<file path="src/rtl/capture_writer.sv">
// Ring-buffer capture front end: writes the ADC stream circularly into RAM port A,
// keeps PRE_TRIG samples of history, captures POST_TRIG samples, then freezes a frame.
module capture_writer #(
  parameter int DATA_WIDTH = 16,
  parameter int ADDR_WIDTH = 10,
  parameter int PRE_TRIG   = 256,
  parameter int POST_TRIG  = 768
) (
  input  logic                  CLK,
  input  logic                  RST,
  input  logic                  ARM,
  input  logic                  SAMPLE_VALID,
  input  logic [DATA_WIDTH-1:0] SAMPLE_DATA,
  input  logic                  TRIG,
  input  logic                  FRAME_ACK,
  output logic                  RAM_WE,
  output logic                  RAM_EN,
  output logic [ADDR_WIDTH-1:0] RAM_ADDR,
  output logic [DATA_WIDTH-1:0] RAM_DIN,
  output logic                  FRAME_READY,
  output logic [ADDR_WIDTH-1:0] FRAME_START,
  output logic [ADDR_WIDTH:0]   FRAME_LEN,
  output logic                  BUSY,
  output logic [15:0]           DROP_CNT,
  output logic [2:0]            state_dbg
);

  if (PRE_TRIG < 1 || POST_TRIG < 1 || PRE_TRIG + POST_TRIG > (1 << ADDR_WIDTH)) begin : g_bad_params
    $fatal(1, "capture_writer: PRE_TRIG/POST_TRIG do not fit the ring");
  end

  localparam logic [ADDR_WIDTH:0]   PRE_LEN  = (ADDR_WIDTH+1)'(PRE_TRIG);
  localparam logic [ADDR_WIDTH:0]   POST_LEN = (ADDR_WIDTH+1)'(POST_TRIG);
  localparam logic [ADDR_WIDTH:0]   CNT_ONE  = (ADDR_WIDTH+1)'(1);
  localparam logic [ADDR_WIDTH-1:0] PRE_OFS  = ADDR_WIDTH'(PRE_TRIG);
  localparam logic [ADDR_WIDTH-1:0] ADDR_ONE = ADDR_WIDTH'(1);

  typedef enum logic [2:0] {
    S_IDLE  = 3'd0,
    S_FILL  = 3'd1,
    S_ARMED = 3'd2,
    S_POST  = 3'd3,
    S_DONE  = 3'd4
  } state_t;

  state_t                state_q, state_d;
  logic [ADDR_WIDTH-1:0] wr_ptr_q, wr_ptr_d;
  logic [ADDR_WIDTH:0]   fill_cnt_q, fill_cnt_d;
  logic [ADDR_WIDTH:0]   post_cnt_q, post_cnt_d;
  logic [ADDR_WIDTH-1:0] trig_addr_q, trig_addr_d;
  logic                  ram_we_q, ram_we_d;
  logic [ADDR_WIDTH-1:0] ram_addr_q, ram_addr_d;
  logic [DATA_WIDTH-1:0] ram_din_q, ram_din_d;
  logic                  frame_ready_q, frame_ready_d;
  logic [ADDR_WIDTH-1:0] frame_start_q, frame_start_d;
  logic [15:0]           drop_cnt_q, drop_cnt_d;
  logic                  accept;

  // Sample handshake: there is no backpressure. A sample is taken on any edge where
  // SAMPLE_VALID is high and the FSM is in FILL, ARMED or POST; in DONE it is counted as dropped.
  always_comb begin
    state_d       = state_q;
    wr_ptr_d      = wr_ptr_q;
    fill_cnt_d    = fill_cnt_q;
    post_cnt_d    = post_cnt_q;
    trig_addr_d   = trig_addr_q;
    ram_we_d      = 1'b0;
    ram_addr_d    = ram_addr_q;
    ram_din_d     = ram_din_q;
    frame_start_d = frame_start_q;
    drop_cnt_d    = drop_cnt_q;
    accept        = 1'b0;
    // Delayed one cycle behind DONE so the final post-trigger write is already committed.
    frame_ready_d = (state_q == S_DONE) && !FRAME_ACK;

    case (state_q)
      S_IDLE: begin
        if (ARM) begin
          state_d    = S_FILL;
          wr_ptr_d   = '0;
          fill_cnt_d = '0;
        end
      end
      S_FILL: begin
        if (SAMPLE_VALID) begin
          accept     = 1'b1;
          fill_cnt_d = fill_cnt_q + CNT_ONE;
          if (fill_cnt_d == PRE_LEN) state_d = S_ARMED;
        end
      end
      S_ARMED: begin
        if (SAMPLE_VALID) begin
          accept = 1'b1;
          if (TRIG) begin
            trig_addr_d = wr_ptr_q;
            post_cnt_d  = CNT_ONE;
            state_d     = (POST_TRIG == 1) ? S_DONE : S_POST;
          end
        end
      end
      S_POST: begin
        if (SAMPLE_VALID) begin
          accept     = 1'b1;
          post_cnt_d = post_cnt_q + CNT_ONE;
          if (post_cnt_d == POST_LEN) state_d = S_DONE;
        end
      end
      S_DONE: begin
        if (SAMPLE_VALID && drop_cnt_q != 16'hFFFF) drop_cnt_d = drop_cnt_q + 16'd1;
        if (FRAME_ACK) begin
          if (ARM) begin
            state_d    = S_FILL;
            wr_ptr_d   = '0;
            fill_cnt_d = '0;
          end else begin
            state_d = S_IDLE;
          end
        end
      end
      default: state_d = S_IDLE;
    endcase

    if (accept) begin
      ram_we_d   = 1'b1;
      ram_addr_d = wr_ptr_q;
      ram_din_d  = SAMPLE_DATA;
      wr_ptr_d   = wr_ptr_q + ADDR_ONE;
    end

    if (state_d == S_DONE && state_q != S_DONE) frame_start_d = trig_addr_d - PRE_OFS;
  end

  always_ff @(posedge CLK) begin
    if (RST) begin
      state_q       <= S_IDLE;
      wr_ptr_q      <= '0;
      fill_cnt_q    <= '0;
      post_cnt_q    <= '0;
      trig_addr_q   <= '0;
      ram_we_q      <= 1'b0;
      ram_addr_q    <= '0;
      ram_din_q     <= '0;
      frame_ready_q <= 1'b0;
      frame_start_q <= '0;
      drop_cnt_q    <= '0;
    end else begin
      state_q       <= state_d;
      wr_ptr_q      <= wr_ptr_d;
      fill_cnt_q    <= fill_cnt_d;
      post_cnt_q    <= post_cnt_d;
      trig_addr_q   <= trig_addr_d;
      ram_we_q      <= ram_we_d;
      ram_addr_q    <= ram_addr_d;
      ram_din_q     <= ram_din_d;
      frame_ready_q <= frame_ready_d;
      frame_start_q <= frame_start_d;
      drop_cnt_q    <= drop_cnt_d;
    end
  end

  assign RAM_WE      = ram_we_q;
  assign RAM_EN      = ram_we_q;
  assign RAM_ADDR    = ram_addr_q;
  assign RAM_DIN     = ram_din_q;
  assign FRAME_READY = frame_ready_q;
  assign FRAME_START = frame_start_q;
  assign FRAME_LEN   = (ADDR_WIDTH+1)'(PRE_TRIG + POST_TRIG);
  assign BUSY        = (state_q == S_FILL) || (state_q == S_ARMED) || (state_q == S_POST);
  assign DROP_CNT    = drop_cnt_q;
  assign state_dbg   = state_q;

endmodule

</file>
<file path="config.mk">
export PLATFORM = sky130hd
export DESIGN_NAME = capture_writer
export DESIGN_NICKNAME = d
export VERILOG_FILES = /design/src/rtl/capture_writer.sv
export SDC_FILE = /design/constraint.sdc
export NUM_CORES = 1
export LEC_CHECK = 0
export CORE_MARGIN = 8
export CORE_UTILIZATION = 44
export CTS_CLUSTER_SIZE = 16
export DETAILED_ROUTE_END_ITERATION = 7
export MAX_ROUTING_LAYER = met4
export PLACE_DENSITY = 0.69
export SLEW_MARGIN = 20
export SYNTH_ARGS = -nofsm -noshare
export SYNTH_HDL_FRONTEND = slang
export SYNTH_SLANG_ARGS = --single-unit
</file>
<file path="constraint.sdc">
create_clock -name CLK -period 3.2 [get_ports CLK]
set_input_delay 0.64 -clock CLK [delete_from_list [all_inputs] [get_ports CLK]]
set_output_delay 0.64 -clock CLK [all_outputs]
set_load 0.01 [all_outputs]
</file>
---- Word level (Yosys, flattened, before mapping) ----
Index checks and enable logic that the tools add are counted.
cells by class
  eq/ne operators ......................... 15
  add/subtract/negate cells ............... 5
  multiplexer cells ....................... 28
  reduce and logical (&&, ||, !) cells .... 15
operators by type and width
  operator                                                                  number
  11-bit 2-to-1 mux                                                         6
  10-bit 2-to-1 mux                                                         6
  11-bit one-hot mux with 3 select lines                                    1
  3-bit 2-to-1 mux                                                          8
  11-bit by 1-bit adder with 11-bit output (second input constant)          2
  11-bit one-hot mux with 2 select lines                                    1
  10-bit one-hot mux with 2 select lines                                    1
  16-bit by 1-bit adder with 16-bit output (second input constant)          1
  16-bit inequality test (second input constant)                            1
  3-bit one-hot mux with 5 select lines                                     1
  11-bit by 10-bit equality test with 1-bit output (second input constant)  1
  11-bit by 9-bit equality test with 1-bit output (second input constant)   1
  10-bit by 1-bit adder with 10-bit output (second input constant)          1
  2-bit inequality test (second input constant)                             5
  10-bit by 9-bit subtractor with 10-bit output (second input constant)     1
  3-bit by 2-bit equality test with 1-bit output (second input constant)    2
  3-bit equality test (second input constant)                               2
  3-bit inequality test (second input constant)                             2
  3-bit nonzero test                                                        2
  1-bit 2-to-1 mux                                                          4
  2-bit AND reduction                                                       2
  4-bit AND reduction                                                       1
  3-bit by 1-bit equality test with 1-bit output (second input constant)    1
  1-bit logical AND                                                         3
  other kinds (6)                                                           7
word-level totals
  output and inout bits ................... 70
  flip-flop bits (word level) ............. 99
  input port bits ......................... 22

---- Depth between registers and ports, before layout ----
Gate-level depths: netlist of the first run.
  depth in word-level cells ............... 7
  depth in mapped cells ................... 9
  gate-level depth less buffers ........... 7

---- Worst setup path before layout of the first run ----
No wires, ideal clock.
  path kind ............................... input to register
  start ................................... input SAMPLE_VALID
  end ..................................... register post_cnt_q[8]
  data arrival time ....................... 1750 ps
  setup slack ............................. 1322 ps
  stages on the path ...................... 8
  library setup time ...................... 128 ps
  data required time ...................... 3072 ps
  path buffers ............................ 2
  cell sequence ........................... nand2b_4 > or3_1 > clkbuf_1 > buf_2 > nand2_1 > o21ai_0 > a22oi_1 > nor2_1
between the ends
  longest elaborated chain between the ends .. 2
ends and longest elaborated chain
  item                                      RTL line  text
  start: declaration                        12        input logic SAMPLE_VALID,
  2-bit inequality test (no source line)    --
  4-bit AND reduction (no source line) (*)  --
  end signal: assignment                    150       post_cnt_q <= post_cnt_d;
  end: declaration                          49        logic [ADDR_WIDTH:0] post_cnt_q, post_cnt_d;
Every way passes the cells marked *; elsewhere a longest branch is shown, timed or not.
A chain may end at the register's enable or synchronous reset.

---- Worst setup path after layout of the first run ----
  start ................................... register state_q[0], in the netlist state_dbg[0]
  end ..................................... output BUSY
between the ends
  longest elaborated chain between the ends .. 3
ends and longest elaborated chain
  item                                                                                                              RTL line  text
  start: declaration                                                                                                46        state_t state_q, state_d;
  start signal: assignment                                                                                          147       state_q <= state_d;
  3-bit by 1-bit equality test with 1-bit output or 3-bit by 2-bit equality test with 1-bit output (tied branches)  168       assign BUSY = (state_q == S_FILL) || (state_q == S_ARMED) || (state_q == S_POST);
  1-bit logical OR                                                                                                  168
  1-bit logical OR (*)                                                                                              168
  end: declaration                                                                                                  23        output logic BUSY,
Marks and branches as above.

==> results of run 1 <==
-- flip-flops by register name, indices dropped and copies added (netlist names), 3 cells and up --
signal       cells
DROP_CNT        16
RAM_DIN         16
fill_cnt_q      11
post_cnt_q      11
FRAME_START     10
RAM_ADDR        10
trig_addr_q     10
wr_ptr_q        10
state_dbg        3
-- cells in the mapped netlist, types with 3 or more instances --
cell type / number
a31oi_1: 5
nor4_1: 6
or3_1: 7
ha_1: 4
nand4_1: 9
nor2b_1: 9
a21oi_1: 62
nor2_1: 61
mux2_2: 5
mux2i_1: 3
inv_1: 5
xnor2_1: 15
and3_1: 9
and2_1: 3
nand4b_1: 3
buf_2: 8
a22oi_1: 3
a311oi_1: 5
nand3b_1: 3
mux2_1: 5
nor3_1: 14
clkbuf_1: 20
xor2_1: 6
dfxtp_1: 99
buf_4: 13
o21ai_0: 17
nand2_1: 109
nand3_1: 23
-- power by group through the flow --
stage               Clock (mW)  Combinational [mW]  Sequential, mW
detailed placement           0               0.200            1.29
finish                   0.962               0.198            1.27
global placement             0               0.197            1.29
global route              1.02               0.222            1.27
CTS                      0.981               0.201            1.27
floorplan                    0               0.115            1.29
-- cell usage in the layout, fill, tap and decap left out, drive strengths merged, types with 2 or more instances in the layout --
master           n
a211oi           2
a21o             2
a21oi           62
a22oi            3
a311oi           5
a31oi            5
and2             4
and3             9
and4             4
buf             10
bufinv           3
clkbuf          11
clkdlybuf4s50   79
clkinv           2
conb            11
dfxtp           99
ha               4
inv              5
mux2            12
mux2i            3
nand2          109
nand2b           3
nand3           23
nand3b           3
nand4           10
nand4b           3
nor2            62
nor2b            9
nor3            14
nor3b            2
nor4             6
o21ai           19
o22ai            3
or3              8
xnor2           15
xor2             6
-- cell families after synthesis --
logic type | Yosys count | synth area share
adders and majority gates | 4 | 0.0110
DFF | 99 | 0.435
AOI/OAI and AO/OA | 108 | 0.137
muxes | 15 | 0.0379
and+or+nand+nor | 271 | 0.281
other | 2 | 0.00165
buffers and inverters | 50 | 0.0561
xor gates and xnor gates | 21 | 0.0404
-- worst max-delay path: stages, from the launching register on --
cell and delay [ns]:
dfxtp_1 0.61, nor2_4 0.11, nor2_1 0.12, clkdlybuf4s50_1 0.55
-- worst min-delay path by stage --
stage / from / endpoint / slack [ns] / cells after the start
final: RAM_DIN[2]$_SDFFE_PP0P_ / RAM_DIN[2]$_SDFFE_PP0P_ / 0.46 / 2
after global routing: RAM_DIN[13]$_SDFFE_PP0P_ / RAM_DIN[13]$_SDFFE_PP0P_ / 0.48 / 2
after floorplan: trig_addr_q[1]$_SDFF_PP0_ / trig_addr_q[1]$_SDFF_PP0_ / 0.43 / 2
after CTS: RAM_DIN[2]$_SDFFE_PP0P_ / RAM_DIN[2]$_SDFFE_PP0P_ / 0.46 / 2
after detailed placement: RAM_DIN[2]$_SDFFE_PP0P_ / RAM_DIN[2]$_SDFFE_PP0P_ / 0.45 / 2
after global placement: trig_addr_q[7]$_SDFF_PP0_ / trig_addr_q[7]$_SDFF_PP0_ / 0.44 / 2
-- final cells by class --
| type | count | area, sq um |
|---|---|---|
| Timing Repair Buffer | 89 | 863 |
| Sequential cell | 99 | 1980 |
| Multi-Input combinational cell | 430 | 2350 |
| Inverter | 5 | 18.8 |
| Tap cell | 136 | 170 |
| Clock inverter | 5 | 100 |
| Fill cell | 976 | 4550 |
| Clock buffer | 11 | 141 |
-- through the flow --
| stage | util | worst slack, ns |
|---|---|---|
| 2_1_floorplan | - | 1.32 |
| 5_1_grt | 0.553 | 0.653 |
| 3_5_place_dp | 0.529 | 0.451 |
| 3_3_place_gp | 0.529 | 0.521 |
| 4_1_cts | 0.553 | 0.785 |
| 6_report | 0.553 | 0.807 |
-- layer usage --
layer / GRT usage / routed length (um)
met5: - / 0
met4: 0.0512 / 134
met3: 0.0460 / 520
met2: 0.268 / 5280
met1: 0.198 / 5110
==> impl_metrics.yaml, run 1 <==
route:
  routedWlPerCell_um: 14.2
  drtIter0Drc: 258
  wirelength_mm: 11.0
  drt_pass1_iterations: 4
  postRouteAntennaNets: 0
  vias: 4076
  drc: 0
  routed_via_density: 5.26
clock_tree:
  ctsHoldBuffers: 0
  clockBufferDepth: 2
  cts_setup_buffers: 0
  clk_pin_slew_ns: 0.09
  cts.htree.levels: 3
  ctsResizeCount: 0
  cts_sinks: 99
  clock_latency_ns: 0.37
  cts_tree: "done"
  numCtsBuffers: 9
  root_buffer: "clkbuf_8"
place:
  gp_congestion: 0.802
  port_buffers: 80
  dp_hpwl_mm: 7.81
  dp_cells: 759
  placed_area_sq_mm: 0.00539
grt:
  grt_usage: 0.166
  grt_pass1_wl_mm: 19.0
  antenna_found_initial: 0
  grt_pass1_vias: 3979
  grt.overflow.total: 0
  grt_max_degree: 48
power:
  comb_power_share: 0.082
  p_int_mw: 1.87
  power_mw: 2.43
  p_sw_uw: 554
  p_leak_nw: 1.99
  swShare: 0.229
  pwr-share-clk: 0.397
  seqPwrFrac: 0.522
  vdd_drop_max_mv: 0.366
  power_density_mw_per_mm2: 431
critical_path:
  ff2ff_setup_slack_ns: 0.93
  end_kind: "output port"
  cp.arrival_ns: 1.75
  cp_max_fo: 12
  startpoint_type: "flop"
  startpoint: "state_dbg[0]$_SDFF_PP0_"
  reg2reg_depth: 6
  r2r_start: "post_cnt_q[0]$_SDFFE_PP0P_"
  setup.worst_path.end: "BUSY"
  r2r_end: "FRAME_START[3]$_SDFFE_PP0P_"
  crit_type: "flop to output port"
  cp.required_ns: 2.56
sta:
  finClkSkew_ns: 0.00911
  finalCriticalPeriod_ns: 2.39
  hold_violations: 0
  slew_headroom: 0.378
  rsz0062_at_grt: "no"
  setup_viol: 0
  tightest_slew_ns: 0.931
  hold_ws_ns: 0.457
  drv_slew: 0
  fmax_mhz: 418
  timing.final.crit_share: 0.748
  tns_ns: 0
floorplanning:
  chipWidth_um: 118
  rows: 37
  die_height_um: 118
  core_area_sq_mm: 0.0102
  die_area_sq_mm: 0.0139
  start_util: 0.447
  top_level_ports: 92
yosys:
  synth_area_leader_cell: "dfxtp_1"
  yosys_register_bits: 99
  yosys_warnings: 0
  syn_area_per_cell_sq_um: 7.99
  netlist.area_leader.share: 0.435
  async_flop_share: 0
  synth_edf_count: 0
  ys_top_cells_by_area: "dfxtp_1 (44%), nand2_1 (9.0%), a21oi_1 (6.8%)"
  synth_seq_area_share: 0.435
  synth_area_sq_mm: 0.00455
  ys.flop_type: "dfxtp_1"
  synth_cells: 570
  synth_cell_type_count: 57
cells_and_area:
  drive_gt1_frac: 0.0673
  area_delta_synth_final_pct: 23.7
  stdcell_count: 775
  n_antenna_cell: 0
  fin_area_sq_mm: 0.00563
  fin_nets: 660
hold_path:
  hold_class: "flop to flop"
outcome:
  status: "finished, final reports clean"
flow_run:
  maxCapViolCount: 0
Note: power is estimated with default switching activity, not from simulation.
==> inputs of run 2 (changes only) <==
Settings changed: PLACE_DENSITY 0.69 to 0.72.
Clock period 3.2 ns to 1.9 ns, I/O delays scaled along.
==> run 2 against run 1 <==
  * Largest cell class unchanged
  * Count of clock-buffer cells in the layout decreased by 1
  * Critical path depth increased by 4
  * Die area is the same
  * Non-clock buffer count rose by 46
  * Total power rose by 61%
  * Flip-flop and latch count did not move
  * Combinational power is 84% higher
  * Largest power group unchanged
  * Utilization up 4.2 points
==> impl_metrics.yaml, run 2 (synthesis results as in run 1) <==
power:
  swShare: 0.230
  power_density_mw_per_mm2: 646
  p_leak_nw: 2.24
  pwr-share-clk: 0.365
  vdd_drop_max_mv: 0.477
  seqPwrFrac: 0.542
  p_sw_uw: 901
  p_int_mw: 3.01
  comb_power_share: 0.093
hold_path:
  hold_class: "flop to flop"
clock_tree:
  clk_pin_slew_ns: 0.09
  ctsHoldBuffers: 0
  cts_tree: "done"
  clockBufferDepth: 2
  cts_sinks: 99
  clock_latency_ns: 0.36
  numCtsBuffers: 9
  cts.htree.levels: 3
  root_buffer: "clkbuf_8"
sta:
  fmax_mhz: 545
  finalCriticalPeriod_ns: 1.83
  drv_slew: 0
  hold_violations: 0
  setup_viol: 0
  hold_ws_ns: 0.456
  timing.final.crit_share: 0.965
  rsz0062_at_grt: "yes"
  finClkSkew_ns: 0.0109
critical_path:
  cp_slowest_cell: "dfxtp_2"
  crit_type: "flop to flop"
  startpoint_type: "flop"
  end_kind: "flop"
  cp_max_fo: 6
  ff2ff_setup_slack_ns: 0.07
  cp.arrival_ns: 2.09
  crit_path_max_incr_delay_ns: 0.35
  path_cells: "and2_4, or3_4, a21oi_4, buf_4, a31oi_1, or3_1, a22o_1"
  cp.required_ns: 2.16
route:
  drt_pass1_iterations: 5
  routed_via_density: 5.20
  wirelength_mm: 11.9
  vias: 4251
  drtIter0Drc: 298
  drc: 0
  postRouteAntennaNets: 0
  routedWlPerCell_um: 14.5
floorplanning:
  rows: 37
  start_util: 0.447
  chipWidth_um: 118
  top_level_ports: 92
  die_height_um: 118
  die_area_sq_mm: 0.0139
  core_area_sq_mm: 0.0102
place:
  port_buffers: 80
  gp_congestion: 0.823
  placed_area_sq_mm: 0.00574
  dp_hpwl_mm: 8.51
cells_and_area:
  fin_area_sq_mm: 0.00606
  final_common_cell: "nand2_1"
  fin_nets: 706
  drive_gt1_frac: 0.148
  mostFrequentLayoutCells: "nand2_1 (109), dfxtp_1 (93), clkdlybuf4s50_1 (76), a21oi_1 (61), nor2_1 (60)"
  n_antenna_cell: 0
  regArea_sq_mm: 0.00199
  area_delta_synth_final_pct: 33.0
  multi_input_area_sq_mm: 0.00242
  n_fill_cell: 923
flow_run:
  maxCapViolCount: 0
grt:
  grt_pass1_vias: 4110
  grt_pass1_wl_mm: 19.5
  antenna_found_initial: 0
  grt_usage: 0.172
  grt.overflow.total: 0
  grt_max_degree: 69
outcome:
  status: "finished, final reports clean"
## run 2: worst max-delay path: cells and delay by family (launching register included)
kind,cells,cell delay (ns)
DFF,1,0.35
AOI/OAI and AO/OA,3,0.40
buffers and inverters,1,0.14
and+or+nand+nor,3,0.83
## run 2: cell type report
cell class,instances,share of cell area
Timing Repair Buffer,135,0.207
Clock inverter,3,0.0107
Clock buffer,10,0.0227
Multi-Input combinational cell,430,0.400
Inverter,5,0.00310
Tap cell,136,0.0281
Sequential cell,99,0.329
## run 2: timing repair
action / 4_1_cts / 5_1_grt
buffers inserted: 1 / 0
setup endpoints to repair: 11 / 20
gates resized for setup: 4 / 18
gates cloned: 0 / 1
hold endpoints to repair: 0 / 0
pin swaps: 1 / 3
## run 2: power by group through the flow
stage	Sequential, mW	Combinational, mW	Clock, mW
after CTS	2.12	0.366	1.48
after global placement	2.17	0.364	0
final	2.12	0.364	1.43
after global routing	2.13	0.400	1.55
after floorplan	2.18	0.194	0
after detailed placement	2.17	0.368	0
## run 2: path summary, 6_finish.rpt
path	start	end	cells after the start
max	post_cnt_q[1]$_SDFFE_PP0P_	state_dbg[0]$_SDFF_PP0_	7
min	RAM_DIN[9]$_SDFFE_PP0P_	RAM_DIN[9]$_SDFFE_PP0P_	2
max reg2reg	post_cnt_q[1]$_SDFFE_PP0P_	state_dbg[0]$_SDFF_PP0_	7
min reg2reg	RAM_DIN[9]$_SDFFE_PP0P_	RAM_DIN[9]$_SDFFE_PP0P_	2
## run 2: routing by layer
| layer | global-route usage | part of all wire | vias up |
|---|---|---|---|
| met5 | - | 0 | - |
| met4 | 0.0520 | 0.011 | 0 |
| li1 | - | - | 2147 |
| met3 | 0.0441 | 0.041 | 6 |
| met2 | 0.281 | 0.49 | 90 |
| met1 | 0.204 | 0.46 | 2008 |
## run 2: metrics by stage
stage               TNS [ns]  power (mW)  instances   util  worst slack, ns
floorplan                  0        2.37        579      -           0.0547
global placement      -12.64        2.53        803  0.564           -0.316
detailed placement    -14.81        2.54        803  0.564           -0.334
CTS                        0        3.97        817  0.585          0.00377
global route        -0.00204        4.08        818  0.595         -0.00204
finish                     0        3.91        818  0.595           0.0666
==> inputs of run 3 (changes only) <==
Settings changed: CAP_MARGIN set to 0.
==> results of run 3 <==
The final DEF is identical to that of run 2; final timing and power are the same.
